$ cat config.mk
export PLATFORM = sky130hd
export DESIGN_NAME = sfft_peak_finder
export DESIGN_NICKNAME = d
export VERILOG_FILES = /design/src/rtl/sfft_peak_finder.sv
export SDC_FILE = /design/constraint.sdc
export NUM_CORES = 1
export LEC_CHECK = 0
export CAP_MARGIN = 5
export CORE_MARGIN = 2
export CORE_UTILIZATION = 60
export DETAILED_ROUTE_END_ITERATION = 12
export GPL_TIMING_DRIVEN = 0
export PLACE_DENSITY = 0.8
export RECOVER_POWER = 100
export SYNTH_ARGS = -nofsm -noshare
export SYNTH_HDL_FRONTEND = slang
export SYNTH_SLANG_ARGS = --single-unit
$ cat constraint.sdc
create_clock -name clk -period 16.63 [get_ports clk]
set_clock_uncertainty 0.15 [all_clocks]
set_input_delay 2.4945 -clock clk [delete_from_list [all_inputs] [get_ports clk]]
set_output_delay 2.4945 -clock clk [all_outputs]
set_load 0.005 [all_outputs]
$ cat src/rtl/sfft_peak_finder.sv
// Per-band peak search over one SFFT output spectrum read from BRAM, with a
// double-buffered committed result bank for software readout.
module sfft_peak_finder #(
  parameter int BIN_ADDR_WIDTH = 8,
  parameter int BAND_SEL_WIDTH = 3,
  parameter int DATA_WIDTH     = 32
) (
  input  logic                      clk,
  input  logic                      reset,
  input  logic                      frame_valid,
  input  logic [31:0]               time_stamp,
  input  logic [DATA_WIDTH-1:0]     threshold,
  output logic [BIN_ADDR_WIDTH-1:0] bin_addr,
  input  logic [DATA_WIDTH-1:0]     bin_data,
  output logic                      scan_busy,
  output logic                      frame_done,
  input  logic [BAND_SEL_WIDTH-1:0] rd_band,
  output logic [BIN_ADDR_WIDTH-1:0] rd_bin,
  output logic [DATA_WIDTH-1:0]     rd_mag,
  output logic                      rd_hit,
  output logic [31:0]               rd_time,
  output logic [7:0]                dropped_frames
);

  localparam int NUM_BANDS = 2 ** BAND_SEL_WIDTH;
  localparam int OFS_W     = BIN_ADDR_WIDTH - BAND_SEL_WIDTH;
  localparam logic [BIN_ADDR_WIDTH-1:0] LAST_ADDR = {BIN_ADDR_WIDTH{1'b1}};
  localparam logic [BIN_ADDR_WIDTH-1:0] ADDR_ONE  = {{(BIN_ADDR_WIDTH-1){1'b0}}, 1'b1};
  localparam logic [OFS_W-1:0]          OFS_FIRST = {OFS_W{1'b0}};
  localparam logic [OFS_W-1:0]          OFS_LAST  = {OFS_W{1'b1}};

  typedef enum logic [1:0] {
    ST_IDLE   = 2'd0,
    ST_SCAN   = 2'd1,
    ST_FLUSH  = 2'd2,
    ST_COMMIT = 2'd3
  } state_t;

  state_t                      state_r, state_s;
  logic                        fv_prev_r;
  logic                        rise_s;
  logic [BIN_ADDR_WIDTH-1:0]   bin_addr_r;
  logic [BIN_ADDR_WIDTH-1:0]   addr_d_r;
  logic                        data_vld_r;
  logic [31:0]                 ts_r;
  logic [DATA_WIDTH-1:0]       thr_r;
  logic [DATA_WIDTH-1:0]       max_mag_r, cand_mag_s;
  logic [BIN_ADDR_WIDTH-1:0]   max_bin_r, cand_bin_s;
  logic [BAND_SEL_WIDTH-1:0]   band_s;
  logic [OFS_W-1:0]            ofs_s;
  logic                        scan_busy_r;
  logic                        frame_done_r;
  logic [7:0]                  dropped_r;
  logic [31:0]                 com_time_r;

  logic [BIN_ADDR_WIDTH-1:0]   work_bin_r [NUM_BANDS];
  logic [DATA_WIDTH-1:0]       work_mag_r [NUM_BANDS];
  logic                        work_hit_r [NUM_BANDS];
  logic [BIN_ADDR_WIDTH-1:0]   com_bin_r  [NUM_BANDS];
  logic [DATA_WIDTH-1:0]       com_mag_r  [NUM_BANDS];
  logic                        com_hit_r  [NUM_BANDS];

  assign rise_s = frame_valid & ~fv_prev_r;
  assign band_s = addr_d_r[BIN_ADDR_WIDTH-1 -: BAND_SEL_WIDTH];
  assign ofs_s  = addr_d_r[OFS_W-1:0];

  // Next-state decode of the scan sequencer
  always_comb begin
    state_s = state_r;
    case (state_r)
      ST_IDLE: begin
        if (rise_s) state_s = ST_SCAN;
        else        state_s = ST_IDLE;
      end
      ST_SCAN: begin
        if (bin_addr_r == LAST_ADDR) state_s = ST_FLUSH;
        else                         state_s = ST_SCAN;
      end
      ST_FLUSH:  state_s = ST_COMMIT;
      ST_COMMIT: state_s = ST_IDLE;
      default:   state_s = ST_IDLE;
    endcase
  end

  // Running-max candidate; strict compare keeps the lowest index on ties
  always_comb begin
    cand_mag_s = max_mag_r;
    cand_bin_s = max_bin_r;
    if (ofs_s == OFS_FIRST) begin
      cand_mag_s = bin_data;
      cand_bin_s = addr_d_r;
    end else if (bin_data > max_mag_r) begin
      cand_mag_s = bin_data;
      cand_bin_s = addr_d_r;
    end else begin
      cand_mag_s = max_mag_r;
      cand_bin_s = max_bin_r;
    end
  end

  // Sequencer state, address generation, frame latches and status outputs
  always_ff @(posedge clk) begin
    if (reset) begin
      state_r      <= ST_IDLE;
      fv_prev_r    <= 1'b1;
      bin_addr_r   <= {BIN_ADDR_WIDTH{1'b0}};
      addr_d_r     <= {BIN_ADDR_WIDTH{1'b0}};
      data_vld_r   <= 1'b0;
      ts_r         <= 32'd0;
      thr_r        <= {DATA_WIDTH{1'b0}};
      scan_busy_r  <= 1'b0;
      frame_done_r <= 1'b0;
      dropped_r    <= 8'd0;
    end else begin
      state_r      <= state_s;
      fv_prev_r    <= frame_valid;
      addr_d_r     <= bin_addr_r;
      data_vld_r   <= (state_r == ST_SCAN);
      scan_busy_r  <= (state_s != ST_IDLE);
      frame_done_r <= (state_r == ST_COMMIT);
      if (state_r == ST_IDLE && rise_s) begin
        bin_addr_r <= {BIN_ADDR_WIDTH{1'b0}};
        ts_r       <= time_stamp;
        thr_r      <= threshold;
      end else if (state_r == ST_SCAN && bin_addr_r != LAST_ADDR) begin
        bin_addr_r <= bin_addr_r + ADDR_ONE;
      end
      // Edges that arrive while a frame is in flight are counted, not queued
      if (state_r != ST_IDLE && rise_s && dropped_r != 8'hFF) begin
        dropped_r <= dropped_r + 8'd1;
      end
    end
  end

  // Working per-band results, filled as each band's last bin drains
  always_ff @(posedge clk) begin
    if (reset) begin
      max_mag_r <= {DATA_WIDTH{1'b0}};
      max_bin_r <= {BIN_ADDR_WIDTH{1'b0}};
      for (int i = 0; i < NUM_BANDS; i++) begin
        work_bin_r[i] <= {BIN_ADDR_WIDTH{1'b0}};
        work_mag_r[i] <= {DATA_WIDTH{1'b0}};
        work_hit_r[i] <= 1'b0;
      end
    end else if (data_vld_r) begin
      max_mag_r <= cand_mag_s;
      max_bin_r <= cand_bin_s;
      if (ofs_s == OFS_LAST) begin
        work_bin_r[band_s] <= cand_bin_s;
        work_mag_r[band_s] <= cand_mag_s;
        work_hit_r[band_s] <= (cand_mag_s > thr_r);
      end
    end
  end

  // Committed bank: updated atomically so readout never sees a partial frame
  always_ff @(posedge clk) begin
    if (reset) begin
      com_time_r <= 32'd0;
      for (int i = 0; i < NUM_BANDS; i++) begin
        com_bin_r[i] <= {BIN_ADDR_WIDTH{1'b0}};
        com_mag_r[i] <= {DATA_WIDTH{1'b0}};
        com_hit_r[i] <= 1'b0;
      end
    end else if (state_r == ST_COMMIT) begin
      com_time_r <= ts_r;
      for (int i = 0; i < NUM_BANDS; i++) begin
        com_bin_r[i] <= work_bin_r[i];
        com_mag_r[i] <= work_mag_r[i];
        com_hit_r[i] <= work_hit_r[i];
      end
    end
  end

  assign bin_addr       = bin_addr_r;
  assign scan_busy      = scan_busy_r;
  assign frame_done     = frame_done_r;
  assign dropped_frames = dropped_r;
  assign rd_time        = com_time_r;
  assign rd_bin         = com_bin_r[rd_band];
  assign rd_mag         = com_mag_r[rd_band];
  assign rd_hit         = com_hit_r[rd_band];

endmodule

* After elaboration in Yosys (flattened, before gate mapping)
Memories as Yosys holds them, arrays and structs flattened. Index checks and enable logic that the tools add are counted.
Storage, ports and cells: register bits after elaboration 166, memory bits (writable) 656, input port bits 102, output and inout port bits 91, word-level logic and storage cells 117, memories 6
Operators by class: $add $sub $neg 2, $lt $le $gt $ge 2, equal/unequal tests 7, muxes and demuxes 49, bitwise operators 26, reduce and logical (&&, ||, !) cells 12
Memory list:
- com_mag_r | words 8, width 32, rd ports 1, clocked after Yosys merged registers in 0, write ports 8, RTL line 60 | logic [DATA_WIDTH-1:0] com_mag_r [NUM_BANDS];
- work_mag_r | words 8, width 32, rd ports 8, clocked after Yosys merged registers in 0, write ports 8, RTL line 57 | logic [DATA_WIDTH-1:0] work_mag_r [NUM_BANDS];
- com_bin_r | words 8, width 8, rd ports 1, clocked after Yosys merged registers in 0, write ports 8, RTL line 59 | logic [BIN_ADDR_WIDTH-1:0] com_bin_r [NUM_BANDS];
- work_bin_r | words 8, width 8, rd ports 8, clocked after Yosys merged registers in 0, write ports 8, RTL line 56 | logic [BIN_ADDR_WIDTH-1:0] work_bin_r [NUM_BANDS];
- com_hit_r | words 8, width 1, rd ports 1, clocked after Yosys merged registers in 0, write ports 8, RTL line 61 | logic com_hit_r [NUM_BANDS];
- work_hit_r | words 8, width 1, rd ports 8, clocked after Yosys merged registers in 0, write ports 8, RTL line 58 | logic work_hit_r [NUM_BANDS];
Operators by type and width (count):
- $mux 32 | 11
- $mux 8 | 11
- $gt 32x32->1 | 2
- $reduce_or 32->1 | 1
- $or 1x1->1 | 24
- $mux 1 | 22
- $add 8x1->8 const B | 2
- $ne 8x8->1 const B | 2
- $mux 3 | 3
- $eq 8x8->1 const B | 1
- $pmux 2 s4 | 1
- $reduce_or 8->1 | 1
- $eq 5x5->1 const B | 1
- $logic_not 5->1 | 1
- $eq 2x2->1 const B | 2
- $logic_and 1x1->1 | 4
- $reduce_bool 2->1 | 2
- $eq 2x1->1 const B | 1
- $logic_not 2->1 | 1
- $mux 2 | 1
- $reduce_or 2->1 | 1
- $and 1x1->1 | 1
- $not 1->1 | 1
- $reduce_or 1->1 | 1

* Longest topological paths before layout
Gate-level depths: netlist of the first run.
depth after elaboration 7, depth in mapped cells 18, depth with buffers taken out 15

* Worst setup path after synthesis of the first run
Ideal clock, no wire load.
kind in2reg, start in reset, end mem com_bin_r[0][0] (enable), setup time 676 ps, arrival time 9391 ps, required time 15804 ps, slack 6413 ps, cell stages on the path 4, path buffers 2, cells stage by stage clkbuf_1 -> a21oi_1 -> clkbuf_1 -> inv_1
RTL lines:
- start, declared | RTL line 9 | input logic reset,
- end, declared | RTL line 59

==> results.cfg, run 1 <==
[logic_synthesis]
synthesis.nets = 2737
synth.top_cell.area_share_pct = 55.98
synthTopCellsByArea = edfxtp_1 56%, dfxtp_1 9.4%, a21oi_1 5.8%
synth_cell_type_count = 56
synth-edff-count = 656
yosysWarningCount = 0
ys_ff_latch = 822
syn_area_um2 = 35190
yosysTopAreaCell = edfxtp_1
syn_inst = 2569
async_reset_ff_share_pct = 0
synth_top_flop_cell = edfxtp_1
syn_area_per_cell_um2 = 13.70
seq_area_frac_synth_pct = 65.43

[drt]
drt_pre_antenna_iters = 5
drc_errors = 0
first_iter_violations = 2519
vias = 22597
drtAntennaViolNets = 0
wl_per_cell_um = 24.34
via_per_inst = 6.142
wirelength_um = 89540

[cts]
cts_sinks = 822
ctsHoldBuffers = 0
cts_max_level = 3
clk_pin_slew_ns = 0.06
worstSkewPairLatency_ns = 0.64
cts_resized = 0
numCtsBuffers = 80
root_buffer = clkbuf_16
cts_max_path_buffers = 3
cts_setup_buffers = 0
cts_tree = done

[floorplan]
io_pins = 193
rows = 88
coreArea_um2 = 57810
dieArea_um2 = 60600
start_util_pct = 60.87
die_x_um = 246.2
die_y_um = 246.2

[flow_run]
maxCapViolations = 11

[power_and_ir_drop]
power.density_nw_per_um2 = 107.7
leakagePower_uw = 0.01410
ir_drop_uv = 95.98

[sta]
post-route-period-util_pct = 69.20
hold_viol = 0
slew_viol_final = 411
max-slew-margin-rel_pct = -215.9
finalSetupViolations = 0
max_freq_ghz = 0.08690
min_period_ns = 11.51
hold_slack_ns = 0.3039
worst_slew_pin_slew_ns = 4.713
final.setup.tns_ns = 0
rsz0062_at_grt = no

[placed_design]
port_buffers = 189
dpl.hpwl_um = 62620
gp_congestion = 0.9148

[global_routing]
grt_max_degree = 143
grt_pass1_wl_um = 134800
antenna_found_initial = 4
grt_pass1_vias = 22754
grt_overflow_total = 0
grt_usage_pct = 30.02

[run_status]
outcome = complete, but fails checks
violations = max-capacitance violations, max-slew violations

[critical_path]
crit_start = reset
cp-endpoint = com_mag_r[6][21]
r2r_start = state_r[1]
required_ns = 16.26
path_class = primary input to flop
end_kind = flop
r2r.worst_path.cells = 5
r2r_slack_ns = 7.57
rr_endpoint = com_mag_r[6][21]
crit_fanout = 142
start_kind = primary input
crit_arrival_ns = 11.13

[finish]
num-nets-final = 3019
mostFrequentLayoutCells = 656 x edfxtp_1, 405 x a21oi_1, 185 x nand2_1
layout_commonest_cell = edfxtp_1
fillCellCount = 3737
fin_util_pct = 70.22
drive_above_1_share_pct = 10.37
area_delta_synth_final_pct = 15.35

[hold_path]
worstHoldPathType = flop to flop
hold_start = ts_r[25]
==> how the worst min path moves through the flow <==
stage,to,cells after the start
after floorplan,ts_r[0],2
after global placement,ts_r[24],2
after detailed placement,ts_r[24],2
after CTS,ts_r[24],2
after global routing,ts_r[24],2
final,ts_r[25],2
==> worst max-delay path, stage by stage <==
cell and delay, ns:
dlygate4sd3_1 0.60, clkbuf_1 0.31, a21oi_1 0.59, clkbuf_1 0.45, clkinvlp_2 3.60, buf_16 1.34
clkbuf_1 1.56
==> synth_stat cells (5+ instances only) <==
cell	count
o2bb2ai_1	5
nor3_1	6
ha_1	66
nor2_1	36
nand2_1	185
mux2i_1	37
a22o_1	32
a21o_1	10
mux2_2	41
o21ai_0	10
or3_1	6
clkbuf_1	121
mux4_2	82
buf_4	6
o21ai_2	5
dfxtp_1	166
nand2b_1	87
buf_2	17
o31ai_4	31
a21oi_1	405
and2_1	250
nand3_1	15
nand4_1	59
edfxtp_1	656
buf_1	14
inv_1	68
nor2b_1	99
xor2_1	7
==> where the power goes <==
| part | total, uW | switching, uW | internal (uW) |
|---|---|---|---|
| Sequential | 2300 | 20.3 | 2280 |
| Combinational | 281 | 169 | 112 |
| Clock | 1780 | 774 | 1010 |
| Total | 4370 | 963 | 3410 |
==> layout make-up <==
class | count | area (um^2) | area share, %
diodes | 1 | 2.502 | 0.006165
clock buffers | 100 | 2138 | 5.268
inverters | 68 | 256.5 | 0.6319
clock inverters | 44 | 414.1 | 1.020
multi-input cells | 1518 | 11190 | 27.56
repair buffers | 200 | 1961 | 4.830
plain buffers | 161 | 650.6 | 1.603
well taps | 765 | 957.2 | 2.358
flip-flops and latches | 822 | 23020 | 56.72
==> sequential cells by signal, indices dropped and copies added, names as in the netlist <==
register	flops
state_r	2
ts_r	32
com_bin_r	64
work_bin_r	64
com_mag_r	256
rd_time	32
thr_r	32
work_hit_r	8
com_hit_r	8
max_mag_r	32
max_bin_r	8
bin_addr	8
data_vld_r	1
scan_busy	1
addr_d_r	8
dropped_frames	8
fv_prev_r	1
work_mag_r	256
frame_done	1
==> metrics by stage <==
stage          std cells  setup WS [ns]  instance area (um^2)  total power, uW
3_3_place_gp        3523          3.217                 38040             2628
5_1_grt             3678          4.256                 40590             4482
3_5_place_dp        3534          7.974                 38290             2630
2_1_floorplan       2569          6.413                 35190             2507
6_report            3679          5.123                 40590             4370
4_1_cts             3678          8.289                 40840             4378
==> kinds of logic after synthesis <==
logic type	count (synthesis)	share of synthesized area [%]
multiplexers	160	7.613
adder cells (fa/ha/maj)	66	2.347
flip-flops	822	65.43
XOR/XNOR	9	0.2240
AO/OA/AOI/OAI	525	9.779
AND/OR/NAND/NOR	758	11.98
buffers and inverters	229	2.631
==> layer usage <==
layer	wire length [um]	up-vias	track usage, %
li1	-	10027	-
met1	32850	11119	37.82
met2	43980	1247	50.25
met3	9655	200	7.636
met4	3029	4	11.21
met5	23	-	0
Power figures use the tool's default switching activity.
==> inputs of run 2 (changes only) <==
--- a/config.mk
+++ b/config.mk
@@ -7,10 +7,10 @@
 export LEC_CHECK = 0
 export CAP_MARGIN = 5
 export CORE_MARGIN = 2
-export CORE_UTILIZATION = 60
+export CORE_UTILIZATION = 54
 export DETAILED_ROUTE_END_ITERATION = 12
 export GPL_TIMING_DRIVEN = 0
-export PLACE_DENSITY = 0.8
+export PLACE_DENSITY = 0.76
 export RECOVER_POWER = 100
 export SYNTH_ARGS = -nofsm -noshare
 export SYNTH_HDL_FRONTEND = slang
==> constraint.sdc (replaced) <==
create_clock -name clk -period 10.3 [get_ports clk]
set_clock_uncertainty 0.15 [all_clocks]
set_input_delay 1.545 -clock clk [delete_from_list [all_inputs] [get_ports clk]]
set_output_delay 1.545 -clock clk [all_outputs]
set_load 0.005 [all_outputs]
==> run 2 against run 1 <==
Against the previous run:
- the run still ends with max-capacitance violations, max-slew violations left
- sequential cell count stayed put
- worst hold slack better by 0.0022 ns
- via count is 0.54% lower
- non-clock buffer count is 1 higher
- register-to-register slack worse by 4.5 ns
- combinational power is 62% higher
- clock power is 61% higher
- die area is 11% higher
- sequential share of layout area is 0.10 points lower
- design area is 0.19% higher
- clock-buffer cell count is 5 higher
- critical endpoint is now work_hit_r[0]
==> results.cfg, run 2 (synthesized netlist as in run 1, its figures left out) <==
[sta]
min_period_ns = 8.462
rsz0062_at_grt = no
slew_viol_final = 477
hold_viol = 0
worst_slack_ns = 1.838
final.setup.tns_ns = 0
post-route-period-util_pct = 82.16
max-slew-margin-rel_pct = -141.2
finalSetupViolations = 0
hold_slack_ns = 0.3060
max_freq_ghz = 0.1182
worst_slew_pin_slew_ns = 3.617

[drt]
wl_per_cell_um = 23.89
wirelength_um = 90100
drt_pre_antenna_iters = 5
drtAntennaViolNets = 0
drc_errors = 0
first_iter_violations = 2332
vias = 22475
via_per_inst = 5.958

[cts]
root_buffer = clkbuf_16
clk_pin_slew_ns = 0.06
worstSkewPairLatency_ns = 0.63
cts_resized = 0
cts_setup_buffers = 0
cts_tree = done
cts_max_level = 3
ctsHoldBuffers = 0
cts_sinks = 822
cts_max_path_buffers = 3
numCtsBuffers = 80

[floorplan]
coreArea_um2 = 64460
rows = 93
die_x_um = 259.3
start_util_pct = 54.58
dieArea_um2 = 67220
die_y_um = 259.3
io_pins = 193

[placed_design]
place_inst = 3625
gp_congestion = 0.9227
dpl.hpwl_um = 63590
place_ws_ns = 2.504
port_buffers = 189

[global_routing]
grt_overflow_total = 0
grt_pass1_wl_um = 135100
grt_usage_pct = 26.88
grt_max_degree = 151
antenna_found_initial = 5
grt_pass1_vias = 22762

[run_status]
outcome = complete, but fails checks
violations = max-capacitance violations, max-slew violations

[finish]
layout_commonest_cell = edfxtp_1
num-nets-final = 3020
drive_above_1_share_pct = 10.12
largestRegisters = com_mag_r x256, work_mag_r x256
area_delta_synth_final_pct = 15.57
mostFrequentLayoutCells = 656 x edfxtp_1, 405 x a21oi_1, 185 x nand2_1
layout.cells.non_filler = 3772

[hold_path]
worstHoldPathType = flop to flop
worstHoldPathCells = 2

[critical_path]
crit_fanout = 10
r2r_slack_ns = 3.05
start_kind = primary input
required_ns = 10.60
path_class = primary input to flop
r2r.worst_path.cells = 17
end_kind = flop
crit_arrival_ns = 8.76

[power_and_ir_drop]
power.density_nw_per_um2 = 173.1
leakagePower_uw = 0.01407
ir_drop_uv = 124.8

[flow_run]
maxCapViolations = 10
[run 2: path summary, 6_finish.rpt]
path / to / start
worst min-delay path: ts_r[28] / ts_r[28]
worst min register to register: ts_r[28] / ts_r[28]
worst max-delay path: work_hit_r[0] / bin_data[1]
worst max register to register: work_hit_r[0] / max_mag_r[1]
[run 2: through the flow]
stage	power [uW]	area [um^2]	utilization, %
after global routing	7208	40660	63.08
after detailed placement	4251	38440	59.63
after CTS	7052	40980	63.56
after floorplan	4048	35190	-
after global placement	4246	38150	59.18
final	7039	40660	63.08
[run 2: worst max-delay path, stage by stage]
cell and delay [ns]:
dlygate4sd3_1 0.66, ha_1 0.35, nor2b_1 0.14, o211ai_1 0.28
a2111oi_0 0.22, o41ai_1 1.54, clkbuf_1 0.47, nand4_1 0.59
nand2_1 0.32, ha_1 0.17, nand4_1 0.22, nor4_1 0.63
nand4_1 0.28, a211oi_1 0.52, nor3_1 0.16, clkbuf_1 0.33
a21boi_0 0.32
[run 2: final cells by class]
type / instances / area (um^2)
antenna: 1 / 2.502
buffer: 161 / 640.6
clock buffer: 105 / 2252
clock inverter: 41 / 285.3
fill: 4721 / 23800
inverter: 68 / 256.5
multi-input combinational: 1518 / 11200
sequential: 822 / 23020
tap: 855 / 1070
timing repair buffer: 201 / 1939
[run 2: power breakdown]
group | switching, uW | internal (uW) | leakage, uW | total (uW)
combinational | 273 | 181 | 0.00473 | 454
sequential | 31.7 | 3690 | 0.00811 | 3720
clock | 1250 | 1620 | 0.00123 | 2870
total | 1550 | 5490 | 0.0141 | 7040
[run 2: metal layers]
layer  wire length (um)  track usage (%)  share of wire, %  vias up
met3               8609            5.604               9.6      195
met5                 52                0             0.058        -
met1              34060            34.28                38    11103
met2              44390            45.54                49     1110
met4               2988            9.994               3.3        8
li1                   -                -                 -    10059
==> inputs of run 3 (changes only) <==
--- a/config.mk
+++ b/config.mk
@@ -7,10 +7,10 @@
 export LEC_CHECK = 0
 export CAP_MARGIN = 5
 export CORE_MARGIN = 2
-export CORE_UTILIZATION = 54
+export CORE_UTILIZATION = 60
 export DETAILED_ROUTE_END_ITERATION = 12
 export GPL_TIMING_DRIVEN = 0
-export PLACE_DENSITY = 0.76
+export PLACE_DENSITY = 0.8
 export RECOVER_POWER = 100
 export SYNTH_ARGS = -nofsm -noshare
 export SYNTH_HDL_FRONTEND = slang
==> constraint.sdc (replaced) <==
create_clock -name clk -period 8.67 [get_ports clk]
set_clock_uncertainty 0.15 [all_clocks]
set_input_delay 1.3005 -clock clk [delete_from_list [all_inputs] [get_ports clk]]
set_output_delay 1.3005 -clock clk [all_outputs]
set_load 0.005 [all_outputs]
==> run 3 against run 2 <==
Against the previous run:
- the flow still finishes with violations (max-capacitance violations, max-slew violations)
- sequential power is 19% higher
- first-iteration DRC count is 25% higher
- wire length is 0.59% higher
- combinational power is 20% higher
==> results.cfg, run 3 (synthesized netlist as in run 1, its figures left out) <==
[cts]
cts_tree = done
cts_resized = 0
ctsHoldBuffers = 0
cts_sinks = 822
clk_pin_slew_ns = 0.06
worstSkewPairLatency_ns = 0.63
root_buffer = clkbuf_16
cts_setup_buffers = 0
cts_max_level = 3
cts_max_path_buffers = 3
numCtsBuffers = 80

[sta]
max-slew-margin-rel_pct = -66.14
post-route-period-util_pct = 89.53
rsz0062_at_grt = no
max_freq_ghz = 0.1288
slew_viol_final = 289
min_period_ns = 7.762
finalSetupViolations = 0
hold_viol = 0
worst_slew_pin_slew_ns = 2.492
final.setup.tns_ns = 0

[global_routing]
grt_max_degree = 49
grt_overflow_total = 0
grt_usage_pct = 30.33
antenna_found_initial = 1
grt_pass1_wl_um = 135800
grt_pass1_vias = 23034

[critical_path]
end_kind = flop
required_ns = 8.82
crit_arrival_ns = 7.91
path_class = primary input to flop
start_kind = primary input
crit_fanout = 10

[floorplan]
die_y_um = 246.2
dieArea_um2 = 60600
coreArea_um2 = 57810
io_pins = 193
rows = 88
start_util_pct = 60.87
die_x_um = 246.2

[placed_design]
dpl-instance-area_um2 = 38390
gp_congestion = 0.9226
dpl.hpwl_um = 63460
port_buffers = 189

[finish]
area_delta_synth_final_pct = 15.72
drive_above_1_share_pct = 10.38
fillCellCount = 3732
n_antenna_cell = 0
largestRegisters = com_mag_r x256, work_mag_r x256
num-nets-final = 3024
mostFrequentLayoutCells = 656 x edfxtp_1, 405 x a21oi_1, 185 x nand2_1
layout_commonest_cell = edfxtp_1
final_area_um2 = 40720

[drt]
drc_errors = 0
vias = 22755
drtAntennaViolNets = 0
wl_per_cell_um = 24.60
first_iter_violations = 2916
drt_pre_antenna_iters = 6
via_per_inst = 6.177
wirelength_um = 90630

[run_status]
violations = max-capacitance violations, max-slew violations
outcome = complete, but fails checks

[hold_path]
worstHoldPathType = flop to flop

[power_and_ir_drop]
ir_drop_uv = 158.1
leakagePower_uw = 0.01416
p_total_uw = 8449
power.density_nw_per_um2 = 207.5

[flow_run]
maxCapViolations = 10
-- run 3: changes by cell type in the layout (fill, tap and decap cells not counted), moves of 3 or more --
cell	previous run	this run
and2_0	162	177
and2_1	88	73
buf_12	0	3
clkbuf_8	5	12
clkinv_1	15	9
clkinv_4	0	3
clkinvlp_4	5	0
-- run 3: layout make-up --
cell class	count	area, um^2	share of cell area, %
sequential	822	23020	56.54
multi-input combinational	1518	11190	27.49
clock buffer	113	2331	5.725
timing repair buffer	205	2004	4.923
tap	765	957.2	2.351
buffer	161	654.4	1.607
clock inverter	32	300.3	0.7375
inverter	68	256.5	0.6299
-- run 3: path summary, 6_finish.rpt --
path | from | to | slack [ns] | cells after the start
worst max-delay path | bin_data[1] | work_hit_r[5] | 0.91 | 17
worst min-delay path | thr_r[3] | thr_r[3] | 0.31 | 2
worst max register to register | max_mag_r[1] | work_hit_r[5] | 1.84 | 17
worst min register to register | thr_r[3] | thr_r[3] | 0.31 | 2
-- run 3: critical path, stage by stage --
cell and delay, ns:
clkdlybuf4s50_1 0.64, ha_1 0.30, nor2b_1 0.13, o211ai_1 0.32
a2111oi_2 0.15, o41ai_1 1.36, buf_2 0.42, nand4_1 0.54
nand2_1 0.29, ha_1 0.19, nand4_1 0.21, nor4_1 0.64
nand4_1 0.34, or3_1 0.50, clkbuf_1 0.22, nor2b_1 0.18
a21boi_0 0.15
-- run 3: through the flow --
step	setup slack, ns	util [%]	hold slack, ns	cells
6_report	0.9079	70.44	0.3053	3684
5_1_grt	0.7209	70.44	0.3253	3684
4_1_cts	1.724	70.96	0.3060	3684
3_5_place_dp	1.102	66.41	0.2980	3539
3_3_place_gp	-1.790	65.81	0.2908	3523
2_1_floorplan	0.9840	-	0.2860	2569
-- run 3: report_power, final --
| group | switching (uW) | internal, uW |
|---|---|---|
| registers | 40.3 | 4380 |
| clock network | 1460 | 2030 |
| logic | 328 | 218 |
-- run 3: per-layer routing --
layer / GRT usage [%] / wire, um / vias up
li1: - / - / 10064
met1: 38.10 / 33200 / 11146
met2: 50.68 / 44310 / 1319
met3: 7.309 / 9519 / 224
met4: 12.44 / 3578 / 2
met5: 0 / 16 / -
==> RTL edit: new RTL, config.mk and constraints of run 2 <==
Register the output `rd_bin`, with the module's reset; this adds one clock of latency there. The other outputs are not delayed to match.
--- a/src/rtl/sfft_peak_finder.sv
+++ b/src/rtl/sfft_peak_finder.sv
@@ -177,7 +177,13 @@
   assign frame_done     = frame_done_r;
   assign dropped_frames = dropped_r;
   assign rd_time        = com_time_r;
-  assign rd_bin         = com_bin_r[rd_band];
+  always_ff @(posedge clk) begin
+    if (reset) begin
+      rd_bin <= '0;
+    end else begin
+      rd_bin <= com_bin_r[rd_band];
+    end
+  end
   assign rd_mag         = com_mag_r[rd_band];
   assign rd_hit         = com_hit_r[rd_band];
 
Check against the original RTL: no difference found for any inputs over 4 cycles, from zero or initial values and one cycle with reset high; that may be too few to reach the edited logic, so the function may still have changed.
==> RTL edit against run 2 <==
The run still ends with max-capacitance violations, max-slew violations left; global-route usage is 2.2 points lower; synthesized area fell by 2.6%; via count is 8.9% lower; sequential cell count increased by 8; routed wire length decreased by 11%; clock power shrank 1%; final area down 3.1%; synthesized cell count down 3.2%; worst setup slack got worse by 0.22 ns; total power is 0.67% lower; non-clock buffer count is 23 lower; critical endpoint is now work_hit_r[7].
==> RTL edit: results (changes against run 2) <==
stage,metric,value,unit,change
setup_path,worst-endpoint-arrival,8.85,ns,was 8.76 ns
logic_synthesis,synth.top_cells.by_count,"sky130_fd_sc_hd__edfxtp_1 (656), sky130_fd_sc_hd__nor2_1 (385), sky130_fd_sc_hd__and2_1 (248)",,"was sky130_fd_sc_hd__edfxtp_1 (656), sky130_fd_sc_hd__a21oi_1 (405), sky130_fd_sc_hd__and2_1 (250)"
status,failed_checks,"max-capacitance violations, max-slew violations",,unchanged
drt,met2RoutedLength,39.4,mm,was 44.4 mm
logic_synthesis,post_synth_xor_area_fraction,0.255,%,was 0.224%
hold_path,whs_endpoint,ts_r[26],,was ts_r[28]
global_routing,grt_start_max_net_pins,137,,was 151
run,maxCapViolations,11,,was 10
global_routing,via_count_of_the_first_global_routing_pass,21400,,"was 22,800"
drt,met1Wirelength,31.2,mm,was 34.1 mm
status,run_status,"finished, violations left",,unchanged
drt,totalWireLength,79.8,mm,was 90.1 mm
pwr,total_leakage_power,14.4,nW,was 14.1 nW
setup_path,critical-path-slowest-cell,sky130_fd_sc_hd__a211oi_1,,was sky130_fd_sc_hd__o41ai_1
layout,post_route_cells_drive_above_1_share,8.17,%,was 10.1%
global_routing,globalRouteMet3Util,5.27,%,was 5.60%
setup_path,r2r_slack,2.81,ns,was 3.05 ns
sta,final-max-slew-violation-count,449,,was 477
pwr,power.ir.vdd_worst,0.125,mV,about the same
layout,finalNetCount,2939,,"was 3,020"
pwr,power.switching,1.52,mW,was 1.55 mW
pwr,internal-power,5.47,mW,was 5.49 mW
drt,first_pass_iters,6,,was 5
setup_path,critical_path_start,bin_data[15],,was bin_data[1]
pwr,clk_power,2.83,mW,was 2.87 mW
global_routing,groute.layer.met2.usage,41.7,%,was 45.5%
logic_synthesis,yosys.area_share.adder,2.41,%,was 2.35%
setup_path,worstRegToRegCells,18,,was 17
-- RTL edit: area by class of cell --
type	count	area (µm²)	area share, %
buffer	141	582	1.48
inverter	97	365	0.927
clock inverter	46	304	0.771
sequential	830	23200	58.8
tap	846	1060	2.69
clock buffer	108	2230	5.67
timing repair buffer	198	1940	4.93
multi-input combinational	1419	9750	24.7
-- RTL edit: logic make-up after synthesis --
group | count (synthesis)
flops | 830
xor+xnor | 10
mux | 199
fa+ha+maj | 66
compound gates | 173
simple gates | 971
buf+inv | 238
-- RTL edit: critical path: cells and delay by family --
family	cells	cell delay [ns]
muxes	1	1.12
AOI/OAI and AO/OA	7	2.44
buffers and inverters	4	1.74
and+or+nand+nor	4	1.27
adders and majority gates	2	0.70
-- RTL edit: through the flow --
step	instances	util, %	worst slack [ns]
2_1_floorplan	2487	-	1.09
3_3_place_gp	3521	59.1	-1.30
3_5_place_dp	3531	59.5	2.36
4_1_cts	3685	63.6	2.98
5_1_grt	3685	62.6	1.51
6_report	3685	62.6	1.62
